**src/rtl/exe_mem_flags_stage_pkg.sv**
```systemverilog
// Shared definitions for the EX->MEM stage: condition-code encodings, CPSR bit positions
// ({Z,C,N,V}, the same order as the ALU status) and the MEM control bundle.
package exe_mem_flags_stage_pkg;

   localparam int FLAG_Z = 3;
   localparam int FLAG_C = 2;
   localparam int FLAG_N = 1;
   localparam int FLAG_V = 0;

   localparam logic [3:0] COND_EQ = 4'h0;
   localparam logic [3:0] COND_NE = 4'h1;
   localparam logic [3:0] COND_CS = 4'h2;
   localparam logic [3:0] COND_CC = 4'h3;
   localparam logic [3:0] COND_MI = 4'h4;
   localparam logic [3:0] COND_PL = 4'h5;
   localparam logic [3:0] COND_VS = 4'h6;
   localparam logic [3:0] COND_VC = 4'h7;
   localparam logic [3:0] COND_HI = 4'h8;
   localparam logic [3:0] COND_LS = 4'h9;
   localparam logic [3:0] COND_GE = 4'hA;
   localparam logic [3:0] COND_LT = 4'hB;
   localparam logic [3:0] COND_GT = 4'hC;
   localparam logic [3:0] COND_LE = 4'hD;
   localparam logic [3:0] COND_AL = 4'hE;
   localparam logic [3:0] COND_NV = 4'hF;

   typedef struct packed {
      logic valid;
      logic wb_en;
      logic mem_r_en;
      logic mem_w_en;
   } mem_ctrl_t;

   localparam mem_ctrl_t CTRL_BUBBLE = '{valid: 1'b0, wb_en: 1'b0, mem_r_en: 1'b0, mem_w_en: 1'b0};

   // An EX slot without a real instruction must never enable anything in MEM.
   function automatic mem_ctrl_t gate_ctrl(input logic valid, input logic wb_en,
                                           input logic r_en, input logic w_en);
      gate_ctrl = '{valid: valid, wb_en: valid & wb_en,
                    mem_r_en: valid & r_en, mem_w_en: valid & w_en};
   endfunction

endpackage

```
**src/rtl/exe_mem_flags_stage_if.sv**
```systemverilog
// EX->MEM bus: EX-side result/control (driven by master) and the registered MEM-side copy
// (driven by the stage, which takes the slave modport).
interface exe_mem_flags_stage_if #(
   parameter int DATA_W     = 32,
   parameter int REG_ADDR_W = 4
);
   logic                  ex_valid;
   logic [DATA_W-1:0]     ex_alu_res;
   logic [3:0]            ex_status;
   logic                  ex_s;
   logic                  ex_wb_en;
   logic                  ex_mem_r_en;
   logic                  ex_mem_w_en;
   logic [REG_ADDR_W-1:0] ex_dest;
   logic [DATA_W-1:0]     ex_store_val;

   logic                  mem_valid;
   logic [DATA_W-1:0]     mem_alu_res;
   logic                  mem_wb_en;
   logic                  mem_mem_r_en;
   logic                  mem_mem_w_en;
   logic [REG_ADDR_W-1:0] mem_dest;
   logic [DATA_W-1:0]     mem_store_val;

   modport master (
      output ex_valid, ex_alu_res, ex_status, ex_s, ex_wb_en, ex_mem_r_en, ex_mem_w_en,
             ex_dest, ex_store_val,
      input  mem_valid, mem_alu_res, mem_wb_en, mem_mem_r_en, mem_mem_w_en, mem_dest,
             mem_store_val
   );

   modport slave (
      input  ex_valid, ex_alu_res, ex_status, ex_s, ex_wb_en, ex_mem_r_en, ex_mem_w_en,
             ex_dest, ex_store_val,
      output mem_valid, mem_alu_res, mem_wb_en, mem_mem_r_en, mem_mem_w_en, mem_dest,
             mem_store_val
   );
endinterface

```
**src/rtl/exe_mem_flags_stage_cond_check.sv**
```systemverilog
// Condition-code evaluator against {Z,C,N,V}; purely combinational, no backpressure.
// Shared with the ID stage so both sides agree on predication.
module cond_check
   import exe_mem_flags_stage_pkg::*;
(
   input  logic [3:0] flags,
   input  logic [3:0] cond,
   output logic       pass
);
   logic z, c, n, v;

   assign z = flags[FLAG_Z];
   assign c = flags[FLAG_C];
   assign n = flags[FLAG_N];
   assign v = flags[FLAG_V];

   always_comb begin
      pass = 1'b0;
      case (cond)
         COND_EQ: pass = z;
         COND_NE: pass = ~z;
         COND_CS: pass = c;
         COND_CC: pass = ~c;
         COND_MI: pass = n;
         COND_PL: pass = ~n;
         COND_VS: pass = v;
         COND_VC: pass = ~v;
         COND_HI: pass = c & ~z;
         COND_LS: pass = ~c | z;
         COND_GE: pass = (n == v);
         COND_LT: pass = (n != v);
         COND_GT: pass = ~z & (n == v);
         COND_LE: pass = z | (n != v);
         COND_AL: pass = 1'b1;
         default: pass = 1'b0;
      endcase
   end
endmodule

```
**src/rtl/exe_mem_flags_stage.sv**
```systemverilog
// EX->MEM pipeline register plus CPSR NZCV; 1-cycle EX->MEM latency, flags visible next cycle.
// Backpressure: freeze holds every register (flush included); flush bubbles MEM control only.
module exe_mem_flags_stage
   import exe_mem_flags_stage_pkg::*;
#(
   parameter int DATA_W      = 32,
   parameter int REG_ADDR_W  = 4,
   parameter int FLAG_BYPASS = 0
)(
   input  logic                  clk,
   input  logic                  rst_n,
   input  logic                  freeze,
   input  logic                  flush,
   exe_mem_flags_stage_if.slave  bus,
   input  logic [3:0]            id_cond,
   output logic [3:0]            flags,
   output logic                  carry_flag,
   output logic                  cond_pass
);
   mem_ctrl_t             ctrl_q;
   logic [DATA_W-1:0]     alu_res_q;
   logic [DATA_W-1:0]     store_val_q;
   logic [REG_ADDR_W-1:0] dest_q;
   logic [3:0]            flags_q;
   logic                  flag_we;
   logic [3:0]            eval_flags;

   assign flag_we = bus.ex_valid & bus.ex_s & ~freeze & ~flush & rst_n;

   always_ff @(posedge clk) begin
      if (!rst_n) begin
         ctrl_q      <= CTRL_BUBBLE;
         alu_res_q   <= '0;
         store_val_q <= '0;
         dest_q      <= '0;
         flags_q     <= 4'b0000;
      end else if (!freeze) begin
         // Data registers load even on flush; the bubble is carried by the control bits alone.
         ctrl_q      <= flush ? CTRL_BUBBLE
                              : gate_ctrl(bus.ex_valid, bus.ex_wb_en, bus.ex_mem_r_en, bus.ex_mem_w_en);
         alu_res_q   <= bus.ex_alu_res;
         store_val_q <= bus.ex_store_val;
         dest_q      <= bus.ex_dest;
         if (flag_we) begin
            flags_q <= bus.ex_status;
         end
      end
   end

   generate
      if (FLAG_BYPASS != 0) begin : g_bypass
         assign eval_flags = flag_we ? bus.ex_status : flags_q;
      end else begin : g_registered
         assign eval_flags = flags_q;
      end
   endgenerate

   cond_check u_cond_check (
      .flags (eval_flags),
      .cond  (id_cond),
      .pass  (cond_pass)
   );

   assign bus.mem_valid     = ctrl_q.valid;
   assign bus.mem_wb_en     = ctrl_q.wb_en;
   assign bus.mem_mem_r_en  = ctrl_q.mem_r_en;
   assign bus.mem_mem_w_en  = ctrl_q.mem_w_en;
   assign bus.mem_alu_res   = alu_res_q;
   assign bus.mem_store_val = store_val_q;
   assign bus.mem_dest      = dest_q;
   assign flags             = flags_q;
   assign carry_flag        = flags_q[FLAG_C];
endmodule

```
**src/flat_wrapper.sv**
```systemverilog
// flat-port wrapper written by rule: the top's interface ports become plain ports
module exe_mem_flags_stage_flat import exe_mem_flags_stage_pkg::*;
#(
   parameter int DATA_W      = 32,
   parameter int REG_ADDR_W  = 4,
   parameter int FLAG_BYPASS = 0
)
  (clk, rst_n, freeze, flush, id_cond, flags, carry_flag, cond_pass, bus_ex_valid, bus_ex_alu_res, bus_ex_status, bus_ex_s, bus_ex_wb_en, bus_ex_mem_r_en, bus_ex_mem_w_en, bus_ex_dest, bus_ex_store_val, bus_mem_valid, bus_mem_alu_res, bus_mem_wb_en, bus_mem_mem_r_en, bus_mem_mem_w_en, bus_mem_dest, bus_mem_store_val);
  exe_mem_flags_stage_if #(.DATA_W(DATA_W), .REG_ADDR_W(REG_ADDR_W)) bus_i ();
  input  logic clk;
  input  logic rst_n;
  input  logic freeze;
  input  logic flush;
  input  logic [3:0] id_cond;
  output logic [3:0] flags;
  output logic carry_flag;
  output logic cond_pass;
  input wire logic [$bits(bus_i.ex_valid)-1:0] bus_ex_valid;
  input wire logic [$bits(bus_i.ex_alu_res)-1:0] bus_ex_alu_res;
  input wire logic [$bits(bus_i.ex_status)-1:0] bus_ex_status;
  input wire logic [$bits(bus_i.ex_s)-1:0] bus_ex_s;
  input wire logic [$bits(bus_i.ex_wb_en)-1:0] bus_ex_wb_en;
  input wire logic [$bits(bus_i.ex_mem_r_en)-1:0] bus_ex_mem_r_en;
  input wire logic [$bits(bus_i.ex_mem_w_en)-1:0] bus_ex_mem_w_en;
  input wire logic [$bits(bus_i.ex_dest)-1:0] bus_ex_dest;
  input wire logic [$bits(bus_i.ex_store_val)-1:0] bus_ex_store_val;
  output wire logic [$bits(bus_i.mem_valid)-1:0] bus_mem_valid;
  output wire logic [$bits(bus_i.mem_alu_res)-1:0] bus_mem_alu_res;
  output wire logic [$bits(bus_i.mem_wb_en)-1:0] bus_mem_wb_en;
  output wire logic [$bits(bus_i.mem_mem_r_en)-1:0] bus_mem_mem_r_en;
  output wire logic [$bits(bus_i.mem_mem_w_en)-1:0] bus_mem_mem_w_en;
  output wire logic [$bits(bus_i.mem_dest)-1:0] bus_mem_dest;
  output wire logic [$bits(bus_i.mem_store_val)-1:0] bus_mem_store_val;
  assign bus_i.ex_valid = bus_ex_valid;
  assign bus_i.ex_alu_res = bus_ex_alu_res;
  assign bus_i.ex_status = bus_ex_status;
  assign bus_i.ex_s = bus_ex_s;
  assign bus_i.ex_wb_en = bus_ex_wb_en;
  assign bus_i.ex_mem_r_en = bus_ex_mem_r_en;
  assign bus_i.ex_mem_w_en = bus_ex_mem_w_en;
  assign bus_i.ex_dest = bus_ex_dest;
  assign bus_i.ex_store_val = bus_ex_store_val;
  assign bus_mem_valid = bus_i.mem_valid;
  assign bus_mem_alu_res = bus_i.mem_alu_res;
  assign bus_mem_wb_en = bus_i.mem_wb_en;
  assign bus_mem_mem_r_en = bus_i.mem_mem_r_en;
  assign bus_mem_mem_w_en = bus_i.mem_mem_w_en;
  assign bus_mem_dest = bus_i.mem_dest;
  assign bus_mem_store_val = bus_i.mem_store_val;
  exe_mem_flags_stage #(.DATA_W(DATA_W), .REG_ADDR_W(REG_ADDR_W), .FLAG_BYPASS(FLAG_BYPASS)) u_core (.clk(clk), .rst_n(rst_n), .freeze(freeze), .flush(flush), .bus(bus_i), .id_cond(id_cond), .flags(flags), .carry_flag(carry_flag), .cond_pass(cond_pass));
endmodule
```
**config.mk**
```make
export PLATFORM = sky130hd
export DESIGN_NAME = exe_mem_flags_stage_flat
export DESIGN_NICKNAME = d
export VERILOG_FILES = /design/src/rtl/exe_mem_flags_stage_pkg.sv /design/src/rtl/exe_mem_flags_stage_if.sv /design/src/rtl/exe_mem_flags_stage_cond_check.sv /design/src/rtl/exe_mem_flags_stage.sv /design/src/flat_wrapper.sv
export SDC_FILE = /design/constraint.sdc
export NUM_CORES = 1
export LEC_CHECK = 0
export BUFFER_PORTS_ARGS = -buffer_cell sky130_fd_sc_hd__buf_2
export CORE_AREA = 2 2 103 105
export DETAILED_ROUTE_END_ITERATION = 16
export DIE_AREA = 0 0 105 107
export RECOVER_POWER = 50
export REMOVE_ABC_BUFFERS = 1
export SLEW_MARGIN = 20
export SYNTH_ARGS = -nofsm -noshare
export SYNTH_HDL_FRONTEND = slang
export SYNTH_SLANG_ARGS = --single-unit
```
**constraint.sdc**
```tcl
create_clock -name clk -period 1.1 [get_ports clk]
set_input_delay 0.055 -clock clk [delete_from_list [all_inputs] [get_ports clk]]
set_output_delay 0.055 -clock clk [all_outputs]
set_load 0.03 [all_outputs]
```
==> results of run 1 <==
-- final timing paths --
| check | start | to | slack [ns] | cells after the start |
|---|---|---|---|---|
| max reg2reg | u_core.flags[0]$_SDFFE_PN0P_ | u_core.flags[0]$_SDFFE_PN0P_ | 0.29 | 3 |
| min reg2reg | u_core.bus.mem_alu_res[3]$_SDFFE_PN0N_ | u_core.bus.mem_alu_res[3]$_SDFFE_PN0N_ | 0.52 | 2 |
| min | bus_ex_mem_w_en | u_core.bus.mem_mem_w_en$_SDFFE_PN0N_ | 0.10 | 4 |
| max | u_core.flags[1]$_SDFFE_PN0P_ | cond_pass | -0.60 | 6 |
-- power by group through the flow --
stage          clock network (W)  logic [W]  registers, W
2_1_floorplan                  0   0.000314       0.00335
3_3_place_gp                   0    0.00114       0.00304
3_5_place_dp                   0    0.00115       0.00304
4_1_cts                  0.00224    0.00136       0.00298
5_1_grt                  0.00235    0.00146       0.00300
6_report                 0.00214    0.00136       0.00298
-- stage by stage --
step           setup WS (ns)  cell area [um2]  TNS [ns]  hold slack [ns]
6_report              -0.598             5130    -0.618            0.102
5_1_grt               -0.686             5130    -0.829           0.0866
4_1_cts               -0.602             5120    -0.602           0.0707
3_5_place_dp          -0.413             4160    -0.413            0.315
3_3_place_gp          -0.333             4160    -0.333            0.306
2_1_floorplan         -0.575             2960    -0.575            0.177
-- timing repair --
item / in CTS / in global routing
hold endpoints to repair: 72 / 0
pin swaps: 5 / 0
gates resized for setup: 11 / 4
hold buffers: 72 / 0
setup buffers: 1 / 0
setup endpoints to repair: 4 / 3
-- cell families after synthesis --
logic type	Yosys count	synth area share, %
and+or+nand+nor	94	19.0
DFF	76	49.7
muxes	73	23.9
xor gates and xnor gates	5	1.43
AOI/OAI and AO/OA	12	2.74
buffers and inverters	22	3.31
-- Yosys cell counts, drive strengths merged --
cell type	instances
a22oi	1
nand2	7
a31oi	1
nor4bb	1
a311o	1
o311a	1
o21ai	5
xor2	1
and2	3
a21oi	1
buf	10
and3b	2
mux2i	73
dfxtp	76
nor2b	78
clkbuf	11
inv	1
xnor2	4
nor3b	2
o31ai	1
o211ai	1
nor3	1
-- worst max-delay path: cells and delay by family, from the launching register on --
| family | cells | cell delay (ns) |
|---|---|---|
| AOI/OAI and AO/OA | 3 | 0.53 |
| xor gates and xnor gates | 1 | 0.14 |
| buffers and inverters | 2 | 0.26 |
| DFF | 1 | 0.38 |
-- metal layers --
metal | up-vias | GRT usage [%]
met3 | 9 | 4.44
met1 | 1313 | 16.6
met5 | - | 0
met2 | 99 | 25.4
li1 | 1434 | -
met4 | 0 | 4.38
-- sequential cells by signal, indices dropped and copies added (netlist names) --
register and count:
u_core.bus.mem_alu_res 32, u_core.bus.mem_dest 4, u_core.bus.mem_mem_r_en 1, u_core.bus.mem_mem_w_en 1
u_core.bus.mem_store_val 32, u_core.bus.mem_valid 1, u_core.bus.mem_wb_en 1, u_core.flags 4
-- cell type report --
cell class | instances | area share (%)
inverter | 1 | 0.0732
clock buffer | 11 | 2.95
clock inverter | 4 | 0.951
tap | 136 | 3.32
sequential | 76 | 29.8
timing repair buffer | 258 | 34.4
multi-input combinational | 184 | 28.5
==> results.json, run 1 <==
{
  "power_frac_comb_pct": 21.1,
  "syn_area_per_cell_um2": 10.9,
  "cts_tree": "yes",
  "p_int_w": 0.00473,
  "die-width_um": 105,
  "violations": "negative setup slack",
  "grt_pass1_wl_mm": 12.9,
  "seqPwrFrac_pct": 45.9,
  "regArea_um2": 1530,
  "start_util_pct": 30.3,
  "clkSlewWorstSetupHoldPaths_ns": 0.07,
  "hold_class": "input pin to flop",
  "dp_hpwl_mm": 5.16,
  "finalPower_w": 0.00648,
  "drive_gt1_share_pct": 38.8,
  "antenna_found_initial": 0,
  "slowest_stage": "dfxtp_4",
  "portBuffers": 162,
  "rsz0062_at_grt": "true",
  "wl_met1_mm": 3.40,
  "fmax_mhz": 589,
  "fin_crit_sh_pct": 154,
  "place.gp.congestion": 0.750,
  "synthTopCellsByArea": "dfxtp_1 (50%), mux2i_1 (24%), nor2b_1 (16%)",
  "cp_data_arrival_time_ns": 1.64,
  "dieArea_um2": 11200,
  "cp-start-kind": "flop",
  "design.final.nets": 615,
  "vias": 2855,
  "fill_cells": 928,
  "netlist_area_um2": 3060,
  "hold_violations": 0,
  "pin_count": 163,
  "outcome": "finished, violations left",
  "crit_fanout": 7,
  "grt_pass1_vias": 2881,
  "clk_path_buf_depth": 2,
  "p_clk_share_pct": 33.0,
  "areaGrowthSynthToFinish_pct": 67.6,
  "core-area_um2": 10100,
  "routed-wl-met2_mm": 3.97,
  "n_antenna_cell": 0,
  "ys_warn_count": 0,
  "worst_path_largest_cell_delay_ns": 0.38,
  "drv_cap": 0,
  "synth.distinct_cells": 24,
  "totalWireLength_mm": 8.00,
  "synth_top_area_cell": "dfxtp_1",
  "first_iter_violations": 69,
  "stdcell_count": 670,
  "end_kind": "output port",
  "cp_cell_sequence": "buf_6 -> xnor2_2 -> a21oi_2 -> o311a_1 -> a311o_1 -> buf_6",
  "ant_nets": 0,
  "die_h_um": 107,
  "placementRows": 37,
  "worstPathRequired_ns": 1.04,
  "h-tree-depth": 3,
  "p_sw_w": 0.00176,
  "ys_ff_latch": 76,
  "period_minus_slack_ns": 1.70,
  "maxSlewViolCount": 0,
  "dp.cells": 582,
  "drc": 0,
  "setup_violations": 3,
  "final_util_pct": 50.8,
  "synth-seq-area-share_pct": 49.7,
  "grt_max_degree": 42,
  "synthesis.instances": 282,
  "switching_share_pct": 27.1,
  "layout_commonest_cell": "buf_2",
  "vdd.ir_drop.worst_mv": 0.687,
  "grt_overflow_total": 0,
  "final_cell_mix": "buf_2 (156), nor2b_1 (78), mux2i_1 (73), dfxtp_1 (73), dlygate4sd3_1 (72)",
  "p_leak_nw": 2.52,
  "vias_per_cell": 4.26,
  "p_per_area_nw_per_um2": 1260,
  "fin_skew_ns": 0,
  "wl_per_cell_um": 11.9,
  "cts_buffers": 9,
  "multiInputGateArea_um2": 1460,
  "worstMarginPinSlew_ns": 0.318,
  "crit_type": "flop to output port",
  "worstSkewPairLatency_ns": 0.33,
  "first_pass_iters": 4,
  "top_layer_used": "met4",
  "cts.sinks": 76,
  "dr_wl_met3_um": 548,
  "slew_headroom_pct": 78.8,
  "grt_usage_pct": 14.3,
  "setup_ws_ns": -0.598,
  "cp_common_cell": "buf_6",
  "netlist.area_leader.share_pct": 49.7,
  "cts_root_buffer": "clkbuf_8"
}
(Power assumes the default switching activity.)
==> run 2: changes to the inputs <==
CORE_AREA = 2 2 132 82   (was 2 2 103 105)
DIE_AREA = 0 0 134 84   (was 0 0 105 107)
SETUP_SLACK_MARGIN = 0.05   (was unset)
SKIP_LAST_GASP = 1   (was unset)
==> run 2 against run 1 <==
Net effect: the flow still finishes with violations (negative setup slack); die area up 0.19%; global-route usage is 0.41 points higher; sequential power barely moved; critical endpoint unchanged; largest cell class unchanged; largest power group is now clock; highest routed layer unchanged.
==> results.json, run 2 (synthesis gave the netlist of run 1 again) <==
{
  "outcome": "finished, violations left",
  "violations": "negative setup slack",
  "p_per_area_nw_per_um2": 1440,
  "crit_type": "flop to output port",
  "core-area_um2": 10200,
  "final_cell_mix": "buf_2 (154), nor2b_1 (78), mux2i_1 (73), dfxtp_1 (73), dlygate4sd3_1 (71)",
  "n_antenna_cell": 0,
  "start_util_pct": 30.0,
  "totalWireLength_mm": 8.27,
  "die_h_um": 84,
  "grt_pass1_wl_mm": 13.3,
  "drv_cap": 0,
  "grt_max_degree": 46,
  "placementRows": 29,
  "areaGrowthSynthToFinish_pct": 67.6,
  "cts_setup_buffers": 0,
  "fill_cells": 911,
  "end_kind": "output port",
  "multiInputGateArea_um2": 1450,
  "slew_headroom_pct": 77.4,
  "wl_per_cell_um": 12.5,
  "vdd.ir_drop.worst_mv": 0.755,
  "worstSkewPairLatency_ns": 0.33,
  "cp_data_arrival_time_ns": 1.60,
  "maxSlewViolCount": 0,
  "layout_commonest_cell": "buf_2",
  "setup_ws_ns": -0.557,
  "hold_class": "input pin to flop",
  "drc": 0,
  "first_pass_iters": 4,
  "regArea_um2": 1530,
  "clk_path_buf_depth": 2,
  "ff2ff_setup_slack_ns": 0.30,
  "worstPathRequired_ns": 1.04,
  "cts_tree": "yes",
  "setup_violations": 1,
  "fmax_mhz": 604,
  "place.gp.congestion": 0.757,
  "die-width_um": 134,
  "vias": 2743,
  "fin_skew_ns": 0,
  "antenna_found_initial": 0,
  "grt_pass1_vias": 2830,
  "fin_crit_sh_pct": 151,
  "worstMarginPinSlew_ns": 0.339,
  "pre_cts_ws_ns": -0.310,
  "grt_overflow_total": 0,
  "postPlaceCellArea_um2": 4070,
  "drive_gt1_share_pct": 37.0,
  "design.final.nets": 603,
  "hold_violations": 0,
  "cts.sinks": 76,
  "cp-start-kind": "flop",
  "final_util_pct": 50.3,
  "rsz0062_at_grt": "true",
  "finalSetupTns_ns": -0.557,
  "dieArea_um2": 11300,
  "vias_per_cell": 4.15,
  "finalPower_w": 0.00737,
  "cts_root_buffer": "clkbuf_16",
  "dp_hpwl_mm": 5.35,
  "cts_buffers": 9,
  "h-tree-depth": 3,
  "period_minus_slack_ns": 1.66,
  "p_leak_nw": 2.50,
  "grt_usage_pct": 14.7,
  "pin_count": 163,
  "first_iter_violations": 73,
  "design_area_um2": 5130,
  "clkSlewWorstSetupHoldPaths_ns": 0.05,
  "crit_fanout": 7,
  "ant_nets": 0,
  "portBuffers": 162
}
==> run 2: cell count changes in the layout (fill, tap and decap cells not counted), moves of 2 or more <==
cell       change
buf_4          -7
buf_2          -2
clkbuf_4       -2
clkbuf_8      -11
clkbuf_16      +9
==> run 2: worst max-delay path: stages (launching register included) <==
cell	delay, ns
dfxtp_4	0.36
nor4bb_1	0.13
o31ai_1	0.18
a31oi_1	0.11
a311o_1	0.34
buf_6	0.14
==> run 2: power by group <==
| group | total [W] | internal [W] | leakage [nW] | switching (W) |
|---|---|---|---|---|
| clock network | 0.00305 | 0.00196 | 0.148 | 0.00108 |
| logic | 0.00133 | 0.000639 | 1.73 | 0.000694 |
| registers | 0.00299 | 0.00291 | 0.629 | 0.0000797 |
| total | 0.00737 | 0.00551 | 2.50 | 0.00186 |
==> run 2: final cells by class <==
class / count / area share [%]
clock inverter: 5 / 1.51
multi-input combinational: 184 / 28.3
inverter: 1 / 0.0731
timing repair buffer: 246 / 32.5
tap: 139 / 3.39
sequential: 76 / 29.8
clock buffer: 10 / 4.46
==> run 2: routing by layer <==
metal  GRT usage [%]  vias to the layer above  part of all wire, %
met2            23.2                      114                   42
met3            6.31                       13                  9.9
li1                -                     1412                    -
met5               0                        -                    0
met1            18.1                     1204                   47
met4            5.13                        0                  1.2
==> run 2: stage by stage <==
stage / hold slack [ns] / std cells
detailed placement: 0.315 / 575
floorplan: 0.177 / 261
finish: 0.00622 / 661
CTS: 0.00159 / 661
global placement: 0.306 / 575
global route: 0.0247 / 661
==> run 2: path summary, 6_finish.rpt <==
check | end | startpoint | cells past startpoint
setup / recovery | cond_pass | u_core.flags[1]$_SDFFE_PN0P_ | 5
hold / removal | u_core.bus.mem_store_val[11]$_SDFFE_PN0N_ | bus_ex_store_val[11] | 3
setup reg to reg | u_core.flags[1]$_SDFFE_PN0P_ | u_core.flags[1]$_SDFFE_PN0P_ | 3
hold reg to reg | u_core.bus.mem_alu_res[13]$_SDFFE_PN0N_ | u_core.bus.mem_alu_res[13]$_SDFFE_PN0N_ | 2
==> run 2: timing repair <==
item,4_1_cts,5_1_grt
hold endpoints to repair,71,0
resized for setup,13,4
endpoints found under the setup margin,3,3
hold buffers,71,0
pin swaps,6,0
